`src/rtl/fifo_ptr_pkg.sv`:
```
// Shared definitions for the async-FIFO pointer blocks: pointer width and reset constants.
package fifo_ptr_pkg;

  // Pointers carry one extra wrap bit above the RAM address.
  function automatic int ptr_width(input int addr_width);
    return addr_width + 1;
  endfunction

  localparam logic PTR_RST_BIT = 1'b0;
  localparam logic FLAG_RST    = 1'b0;

endpackage

```
`src/rtl/sync_2ff.sv`:
```
// Two-flop synchroniser for a Gray pointer entering this clock domain; shared by both pointer blocks.
module sync_2ff
  import fifo_ptr_pkg::*;
#(
  parameter int W = 1
) (
  input  logic         clk,
  input  logic         rst,
  input  logic [W-1:0] d,
  output logic [W-1:0] q
);

  logic [W-1:0] meta_reg;

  always_ff @(posedge clk or posedge rst) begin
    if (rst) begin
      meta_reg <= {W{PTR_RST_BIT}};
      q        <= {W{PTR_RST_BIT}};
    end else begin
      meta_reg <= d;
      q        <= meta_reg;
    end
  end

endmodule

```
`src/rtl/gray_ptr_wr.sv`:
```
// Write-side async FIFO pointer: binary/Gray write pointer, synchronised read pointer, full and level.
// Optional almost-full flag is built when GRAY_PTR_WR_AFULL_EN is defined.
module gray_ptr_wr
  import fifo_ptr_pkg::*;
#(
  parameter int C_ADDR_WIDTH   = 4,
  parameter int C_AFULL_THRESH = 12
) (
  input  logic                    clk,
  input  logic                    rst,
  input  logic                    wr_req,
  input  logic [C_ADDR_WIDTH:0]   rptr_gray_async,
  output logic                    wr_en,
  output logic [C_ADDR_WIDTH-1:0] waddr,
  output logic [C_ADDR_WIDTH:0]   wptr_gray,
  output logic                    full,
  output logic [C_ADDR_WIDTH:0]   wlevel
`ifdef GRAY_PTR_WR_AFULL_EN
  ,
  output logic                    afull
`endif
);

  localparam int A  = C_ADDR_WIDTH;
  localparam int PW = ptr_width(C_ADDR_WIDTH);

  logic [PW-1:0] wbin_reg;
  logic [PW-1:0] wbin_next;
  logic [PW-1:0] wgray_next;
  logic [PW-1:0] rq2;
  logic [PW-1:0] rbin_s;
  logic [PW-1:0] full_ptr;
  logic [PW-1:0] level_next;

  sync_2ff #(.W(PW)) u_rptr_sync (
    .clk (clk),
    .rst (rst),
    .d   (rptr_gray_async),
    .q   (rq2)
  );

  // Gray-to-binary: each binary bit is the XOR of all Gray bits at and above it.
  for (genvar gi = 0; gi < PW; gi++) begin : g_gray_dec
    assign rbin_s[gi] = ^(rq2 >> gi);
  end

  assign wr_en      = wr_req & ~full;
  assign wbin_next  = wbin_reg + {{A{1'b0}}, wr_en};
  assign wgray_next = (wbin_next >> 1) ^ wbin_next;
  assign level_next = wbin_next - rbin_s;
  assign waddr      = wbin_reg[A-1:0];

  // Full when the write pointer is exactly one lap ahead of the read pointer, in Gray form.
  assign full_ptr   = {~rq2[A:A-1], rq2[A-2:0]};

  always_ff @(posedge clk or posedge rst) begin
    if (rst) begin
      wbin_reg  <= {PW{PTR_RST_BIT}};
      wptr_gray <= {PW{PTR_RST_BIT}};
      full      <= FLAG_RST;
      wlevel    <= {PW{PTR_RST_BIT}};
    end else begin
      wbin_reg  <= wbin_next;
      wptr_gray <= wgray_next;
      full      <= (wgray_next == full_ptr);
      wlevel    <= level_next;
    end
  end

`ifdef GRAY_PTR_WR_AFULL_EN
  always_ff @(posedge clk or posedge rst) begin
    if (rst) begin
      afull <= FLAG_RST;
    end else begin
      afull <= (32'(level_next) >= $unsigned(C_AFULL_THRESH));
    end
  end
`else
  logic unused_afull_thresh;
  assign unused_afull_thresh = ^C_AFULL_THRESH;
`endif

endmodule

```
`config.mk`:
```
export PLATFORM = sky130hd
export DESIGN_NAME = gray_ptr_wr
export DESIGN_NICKNAME = d
export VERILOG_FILES = /design/src/rtl/fifo_ptr_pkg.sv /design/src/rtl/sync_2ff.sv /design/src/rtl/gray_ptr_wr.sv
export SDC_FILE = /design/constraint.sdc
export NUM_CORES = 1
export LEC_CHECK = 0
export BUFFER_PORTS_ARGS = -buffer_cell sky130_fd_sc_hd__buf_4
export CORE_MARGIN = 5
export CORE_UTILIZATION = 40
export CTS_CLUSTER_DIAMETER = 80
export DETAILED_ROUTE_END_ITERATION = 10
export GPL_TIMING_DRIVEN = 0
export MAX_ROUTING_LAYER = met4
export PLACE_DENSITY = 0.64
export SLEW_MARGIN = 20
export SYNTH_ARGS = -nofsm -noshare
export SYNTH_HDL_FRONTEND = slang
export SYNTH_SLANG_ARGS = --single-unit
```
`constraint.sdc`:
```
create_clock -name clk -period 4.34 [get_ports clk]
set_input_delay 0.868 -clock clk [delete_from_list [all_inputs] [get_ports clk]]
set_output_delay 0.868 -clock clk [all_outputs]
set_load 0.03 [all_outputs]
```
### Yosys cells after proc, flatten, opt, wreduce, memory -nomap -nowiden

Index checks and enable logic that the tools add are counted.

* register bits: 26
* word-level logic and storage cells: 18
* bits in latches: 0
* ROM bits: 0
* output and inout port bits: 16
* RAM bits: 0
* memories kept: 0

* reduce and logical (&&, ||, !) cells: 5
* bitwise logic cells: 4
* shift operators: 0
* $mul: 0
* add/sub/neg operators: 2
* mux-type cells: 0
* equal/unequal tests: 1
* order comparisons: 0
* div/mod/pow operators: 0

Operator list (number)
* 5-bit parity: 5
* 5-bit by 1-bit adder with 5-bit output: 1
* 5-bit equality test: 1
* 5-bit subtractor: 1
* 4-bit by 5-bit XOR with 5-bit output: 1
* 2-bit NOT: 1
* 1-bit bitwise AND: 1
* 1-bit NOT: 1

### Depth between registers and ports, before layout

Gate-level depths: netlist of the first run.

* depth in word-level cells: 5
* depth in mapped cells: 8

### Hierarchy

From an unflattened synthesis of the first run, not the netlist that was laid out.

* cells, all modules: 87
* area, all modules: 1159.9 µm²

Modules (own cells, without submodules)
* gray_ptr_wr: area an instance 905.9 µm², cells each 76, instances 1, sequential area each 375.4 µm²
* sync_2ff: area an instance 254.0 µm², cells each 11, instances 1, sequential area each 250.2 µm²

### Least setup slack after synthesis of the first run

No wires, ideal clock.

* path type: input to register
* start: in wr_req
* end: reg full
* cell stages on the path: 7
* arrival time: 3.131 ns
* setup slack: 1.098 ns
* required time: 4.229 ns
* path buffers: 0
* cells stage by stage: nor2b_1 > ha_1 > ha_1 > xor2_2 > xor2_1 > or3_2 > a2111oi_2

* word-level cells in the longest chain between the ends: 4

Ends and longest elaborated chain
* start, declared: line gray_ptr_wr.sv:11 `input logic wr_req,`
* 1-bit bitwise AND: line gray_ptr_wr.sv:47 `assign wr_en = wr_req & ~full;`
* 5-bit by 1-bit adder with 5-bit output: line gray_ptr_wr.sv:48 `assign wbin_next = wbin_reg + {{A{1'b0}}, wr_en};`
* named net wbin_next[2]: line gray_ptr_wr.sv:28 `logic [PW-1:0] wbin_next;`
* 4-bit by 5-bit XOR with 5-bit output: line gray_ptr_wr.sv:49 `assign wgray_next = (wbin_next >> 1) ^ wbin_next;`
* 5-bit equality test: line gray_ptr_wr.sv:65 `full <= (wgray_next == full_ptr);`
* end signal, assigned: line gray_ptr_wr.sv:65
* end, declared: line gray_ptr_wr.sv:16 `output logic full,`

The timed path passes the listed nets, and every way through them passes these cells.

### Final worst setup path of the first run

Ends and elaborated chain as after synthesis.

==> impl_results.md, run 1 <==
* # nets final at roughly 120
* First-pass GRT wire length at just under 3000 um
* Postcts setup bufs at 0
* Skew final at 0.004773 ns
* Vert. Die Dim at 62.11 um
* Startpoint Class: input port
* Cts repair resizes at 0
* Critical-path cell list: buf_4 > nor2b_1 > ha_1 > ha_1 > xor2_2 > xor2_1 > or3_2 > a2111oi_2
* Placer Congestion at between 0.7 and 0.8
* Wire length per cell at 12.09 um
* Worst r2r dst: full
* Main combinational cell family by area after synthesis: XOR/XNOR gates
* Core area at approximately 2500 um2
* Drt total wl at between 1500 and 2000 um
* Worst hold path class: reg2reg
* Final setup vio count at 0
* Layout cell share with drive strength beyond 1 at about 29%
* Most frequent cells in the layout: dfrtp_1, buf_4, xnor2_1, xor2_1, inv_1
* Number of register bits inferred by synthesis at 25
* Final Max Tran Viols at 0
* Compound-Gate Fraction of Synth Area at 4.032%
* Starting Density at a little over two fifths
* Die area at ~3900 um2
* Seq/Total Area, Yosys at slightly below 60%
* Buf/Inv on CP at 1
* Post-CTS Hold Buffers at 0
* Synthesized net count at 94
* Final instance area at 1324 um2
* IO Port Bufs at 23
* WHS at 0.3652 ns
* Setup tns final at 0 ns
* Fill count at 230
* Initial antenna violation count at 0
* Clock transition at path regs at ~0.13 ns
* IO Pins at 24
* Total of max-cap violations at 0
* H-tree depth at 1
* Register area at 625.6 um2
* DRT antenna net count at 0
* Non-Filler Instances at roughly 140
* Post-synth EDFFs at 0
* Simple-gate share of the synthesized area at 5.530%
* Fin crit period at 2.763 ns
* Remaining global-route overflow at 0
* Cell variety after synth at 20
* Leakage at around 0.65 nW
* CP dominant cell by count: ha_1
* Register-to-Register Path Depth at 7
* Status: finished clean
* Area growth syn-to-layout at 21.89%
* TritonCTS Buffers at 3
* Antenna Cells at 0
* Dpl hpwl at between 1000 and 1500 um
* Most common cell after layout, fill and taps aside: dfrtp_1
* Cells after Synth at 80
* Family with the most delay on the worst path: simple AND/OR/NAND/NOR gates
* CTS tree: yes
* Ys flop type: dfrtp_1
* Worst R2R Setup Slack at approximately 1.8 ns
* Via count at between 600 and 700
* Dpl cells at around 130
* Multi-input logic area at 434.2 um2
* Syn Std Cell Area at between 1000 and 1500 um2
* PwrDens at slightly below 900 nW/um2
* CTS sink cnt at 25
* Post-route DRC at 0
* DP Area at 1296 um2
* Largest net degree at the start of global routing at 26
* Synth Area in XOR/XNOR at between 20 and 25%
* Worst path required time at between 4 and 5 ns
* FFs w/ async S/R, synth at 100.0%
* Vias/cell at between 4 and 5
* Critical path depth at 8
* CP max FO at 6
* Setup crit end: full
* Skew-Pair Late Insertion Delay at 0.32 ns
* Ys Warns at 0
* Root Buffer: clkbuf_4
* Pwr Total at 1.151 mW
* Post-synthesis average cell area at approximately 14 um2
* Worst VDD drop at around 0.48 mV
* Setup CP Type: in2reg
* Critical R2R Launch: full
* Slew @ Worst Pin at slightly above 0.9 ns
* CP max stage cell: or3_2
* Vias in the first global route at around 670
* Mux cell area share after synthesis at approximately 1.0%
* FP Rows at 18
* Arr. time, crit path at between 2 and 3 ns
* Adder-Cell Fraction of Synth Area at between 7 and 8%
* Endpoint class of the critical path: register
* CP peak stage delay at between 0.4 and 0.5 ns
* Drt pass-1 iters at 3
* Floorplan die width at 62.11 um
* Final period util at between 60% and 70%
* First-iteration detailed-routing DRC count at 3
* Max Freq at around 0.36 GHz
* Final hold viol count at 0
* Critical Path Start: wr_req
* RSZ-0062 raised after global routing: false
* GRT Overall Usage at 9.689%
* Clock Path Buffers at 2
* Slew headroom at 39.58%
==> synth_stat cells (all sizes together) (2+ instances only) <==
library cell / instances / area [um2]
a21oi: 2 / 10.01
xnor3: 2 / 45.04
ha: 5 / 62.56
xnor2: 11 / 96.34
inv: 7 / 26.28
nor2: 2 / 7.510
dfrtp: 25 / 625.6
nand2: 3 / 11.26
xor2: 10 / 95.10
nand3: 3 / 15.01
nor2b: 2 / 12.51
==> layer usage <==
metal	up-vias	global-route usage (%)	share of wire [%]
met2	21	14.12	46
met3	5	2.878	8.3
met4	0	5.691	3.1
met5	-	-	0
li1	310	-	-
met1	317	11.80	43
==> worst min-delay path by stage <==
| stage | from | endpoint | slack [ns] | cells after the start |
|---|---|---|---|---|
| final | u_rptr_sync.meta_reg[2] | u_rptr_sync.q[2] | 0.37 | 0 |
| after global routing | u_rptr_sync.meta_reg[2] | u_rptr_sync.q[2] | 0.37 | 0 |
| after CTS | u_rptr_sync.meta_reg[2] | u_rptr_sync.q[2] | 0.37 | 0 |
| after detailed placement | u_rptr_sync.meta_reg[2] | u_rptr_sync.q[2] | 0.34 | 0 |
| after global placement | u_rptr_sync.meta_reg[4] | u_rptr_sync.q[4] | 0.33 | 0 |
| after floorplan | u_rptr_sync.meta_reg[0] | u_rptr_sync.q[0] | 0.33 | 0 |
==> cell families after synthesis <==
group,Yosys count
simple gates,12
flops,25
mux,1
buf+inv,7
fa+ha+maj,6
xor+xnor,23
compound gates,6
==> power breakdown <==
part	switching, mW	total [mW]	internal (mW)
logic	0.390	0.678	0.288
registers	0.0533	0.370	0.317
clock network	0.0686	0.103	0.0346
==> worst register-to-register path, cell delays in order (launching register included) <==
cell       delay [ns]
dfrtp_1          0.40
nor2b_1          0.16
ha_1             0.26
ha_1             0.34
xor2_2           0.37
xor2_1           0.14
or3_2            0.48
a2111oi_2        0.29
==> final cells by class <==
cell class | count | area share [%]
inverters | 7 | 1.985
well taps | 30 | 2.836
repair buffers | 23 | 13.04
multi-input cells | 48 | 32.80
clock buffers | 3 | 1.701
flip-flops and latches | 25 | 47.26
clock inverters | 1 | 0.3781
==> metrics by stage <==
stage	setup WS [ns]	util, %
finish	1.577	52.02
global route	1.471	52.02
CTS	1.551	52.02
detailed placement	1.205	50.93
global placement	1.271	50.93
floorplan	1.098	-
Power figures use the tool's default switching activity.
==> run 2: changes to the inputs <==
--- a/config.mk
+++ b/config.mk
@@ -12,7 +12,7 @@
 export DETAILED_ROUTE_END_ITERATION = 10
 export GPL_TIMING_DRIVEN = 0
 export MAX_ROUTING_LAYER = met4
-export PLACE_DENSITY = 0.64
+export PLACE_DENSITY = 0.66
 export SLEW_MARGIN = 20
 export SYNTH_ARGS = -nofsm -noshare
 export SYNTH_HDL_FRONTEND = slang
==> constraint.sdc (replaced) <==
create_clock -name clk -period 2.23 [get_ports clk]
set_input_delay 0.446 -clock clk [delete_from_list [all_inputs] [get_ports clk]]
set_output_delay 0.446 -clock clk [all_outputs]
set_load 0.03 [all_outputs]
==> run 2 against run 1 <==
  * Non-clock buffer count increased by 6
  * Design area increased by 11%
  * Die area unchanged
  * Total power increased by 110%
  * Combinational power increased by 130%
  * Clock-buffer cell count increased by 1
  * Clock power increased by 91%
  * Sequential power increased by 100%
  * Setup slack got worse by 1.5 ns
  * Critical path depth unchanged
  * Critical endpoint unchanged
==> impl_results.md, run 2 (synthesized netlist as in run 1, its figures left out) <==
* GRT Overall Usage at 9.930% (+0.24 points)
* Floorplan die width at 62.11 um (unchanged)
* Root Buffer: clkbuf_4
* Skew final at 0.007638 ns (+0.002865 ns)
* Most common cell after layout, fill and taps aside: buf_4
* Arr. time, crit path at 2.37 ns (-0.62 ns)
* Final period util at 96.51%
* Antenna Cells at 0 (unchanged)
* FP Rows at 18 (unchanged)
* Global-route track usage on met2 at 15.93% (+1.8 points)
* First-iteration detailed-routing DRC count at 18 (+15)
* IO Pins at 24 (unchanged)
* Placer Congestion at 0.7208 (+1.9%)
* CTS tree: yes
* Largest net degree at the start of global routing at 26 (unchanged)
* Die area at 3857 um2 (unchanged)
* DRT antenna net count at 0 (unchanged)
* Worst path required time at 2.44 ns (-2.13 ns)
* DP Area at 1349 um2 (+4.1%)
* Most frequent cells in the layout: buf_4, dfrtp_1, xnor2_1, xor2_1, inv_1
* Vias in the first global route at 665 (-1.0%)
* Worst hold path class: in2reg
* Layout cell share with drive strength beyond 1 at 41.59% (+13 points)
* Remaining global-route overflow at 0 (unchanged)
* Skew-Pair Late Insertion Delay at 0.32 ns (about the same)
* Final hold viol count at 0 (unchanged)
* Clock Path Buffers at 2 (unchanged)
* Setup CP Type: reg2reg
* Dpl hpwl at 1332 um (+6.9%)
* Final setup vio count at 0 (unchanged)
* Starting Density at 42.67% (unchanged)
* Final Max Tran Viols at 0 (unchanged)
* Core area at 2545 um2 (unchanged)
* Fill count at 213 (-7.4%)
* Wire length per cell at 13.01 um (+7.6%)
* Post-CTS Hold Buffers at 0 (unchanged)
* Vert. Die Dim at 62.11 um (unchanged)
* Slew @ Worst Pin at 0.9149 ns (+0.009568 ns)
* Final Util at 57.57% (+5.6 points)
* Clock transition at path regs at 0.13 ns (about the same)
* Worst VDD drop at 1.008 mV (+110%)
* Met1 Use GR at 11.14% (-0.66 points)
* Slew headroom at 38.94% (-0.64 points)
* RSZ-0062 raised after global routing: true
* Endpoint class of the critical path: register
* Initial antenna violation count at 0 (unchanged)
* First-pass GRT wire length at 3001 um (+1.4%)
* Final worst slack at 0.07783 ns (-1.500 ns)
* M3 GR Usage at 4.137% (+1.3 points)
* Total of max-cap violations at 0 (unchanged)
* Setup tns final at 0 ns (unchanged)
* PwrDens at 1682 nW/um2 (+93%)
* IO Port Bufs at 23 (unchanged)
* Max Freq at 0.4646 GHz
* # nets final at 128 (+4.9%)
* Vias/cell at 4.685 (-1.7%)
* Setup Slack @ Placement at -0.1496 ns (-1.355 ns)
* Final instance area at 1465 um2 (+11%)
* CP max FO at 5 (-1)
* Startpoint Class: register
* WHS at 0.2309 ns (-0.1342 ns)
* Drt pass-1 iters at 4 (+1)
* H-tree depth at 1 (unchanged)
* Leakage at 0.6790 nW (+5.2%)
* TritonCTS Buffers at 3 (unchanged)
* Drt total wl at 1860 um (+12%)
* Area growth syn-to-layout at 34.91%
* CTS sink cnt at 25 (unchanged)
* Post-route DRC at 0 (unchanged)
* Status: finished clean
* Fin crit period at 2.152 ns
* Busiest layer in global routing: met2
* Via count at 670 (+2.6%)
-- run 2: changes by cell type in the layout (fill, tap and decap cells not counted), moves of 2 or more --
cell / before / now
ha_1: 5 / 2
buf_4: 23 / 29
ha_4: 0 / 2
xor2_4: 0 / 2
-- run 2: final cells by class --
class                      instances  area [um2]  share of cell area [%]
multi-input combinational         48       530.5                   36.21
tap                               30       37.54                   2.562
inverter                           7       26.28                   1.793
sequential                        25       626.9                   42.78
clock buffer                       4       26.28                   1.793
timing repair buffer              29       217.7                   14.86
-- run 2: worst max-delay path, stage by stage (launching register included) --
cell,delay [ns]
dfrtp_2,0.44
nor2b_4,0.14
ha_4,0.17
ha_4,0.18
nor2b_1,0.06
mux2_2,0.27
a21oi_2,0.20
xnor3_1,0.28
a2111oi_4,0.30
-- run 2: final timing paths --
check	cells after the start	from	endpoint	slack [ns]
min reg2reg	0	u_rptr_sync.meta_reg[4]	u_rptr_sync.q[4]	0.36
max reg2reg	8	full	full	0.08
max	8	full	full	0.08
min	1	rptr_gray_async[2]	u_rptr_sync.meta_reg[2]	0.23
max in group asynchronous	2	rst	full	1.30
min in group asynchronous	2	rst	wlevel[1]	0.32
-- run 2: layer usage --
layer  share of wire [%]  up-vias
met4                 1.7        0
met3                 7.0        5
met1                  40      320
li1                    -      324
met5                   0        -
met2                  51       21
-- run 2: report_power, final --
part | internal, mW | switching, mW | leakage [nW] | total, mW
sequential | 0.617 | 0.125 | 0.293 | 0.741
clock | 0.0700 | 0.127 | 0.0150 | 0.197
combinational | 0.683 | 0.843 | 0.371 | 1.53
-- run 2: timing repair --
item	4_1_cts	5_1_grt
pin swaps	2	3
setup buffers	3	3
gates resized for setup	3	5
endpoints found under the setup margin	1	2
-- run 2: stage by stage --
stage | instances | total power [mW]
final | 143 | 2.464
after CTS | 140 | 2.412
after global routing | 143 | 2.656
after floorplan | 80 | 1.794
after detailed placement | 133 | 2.188
after global placement | 133 | 2.159
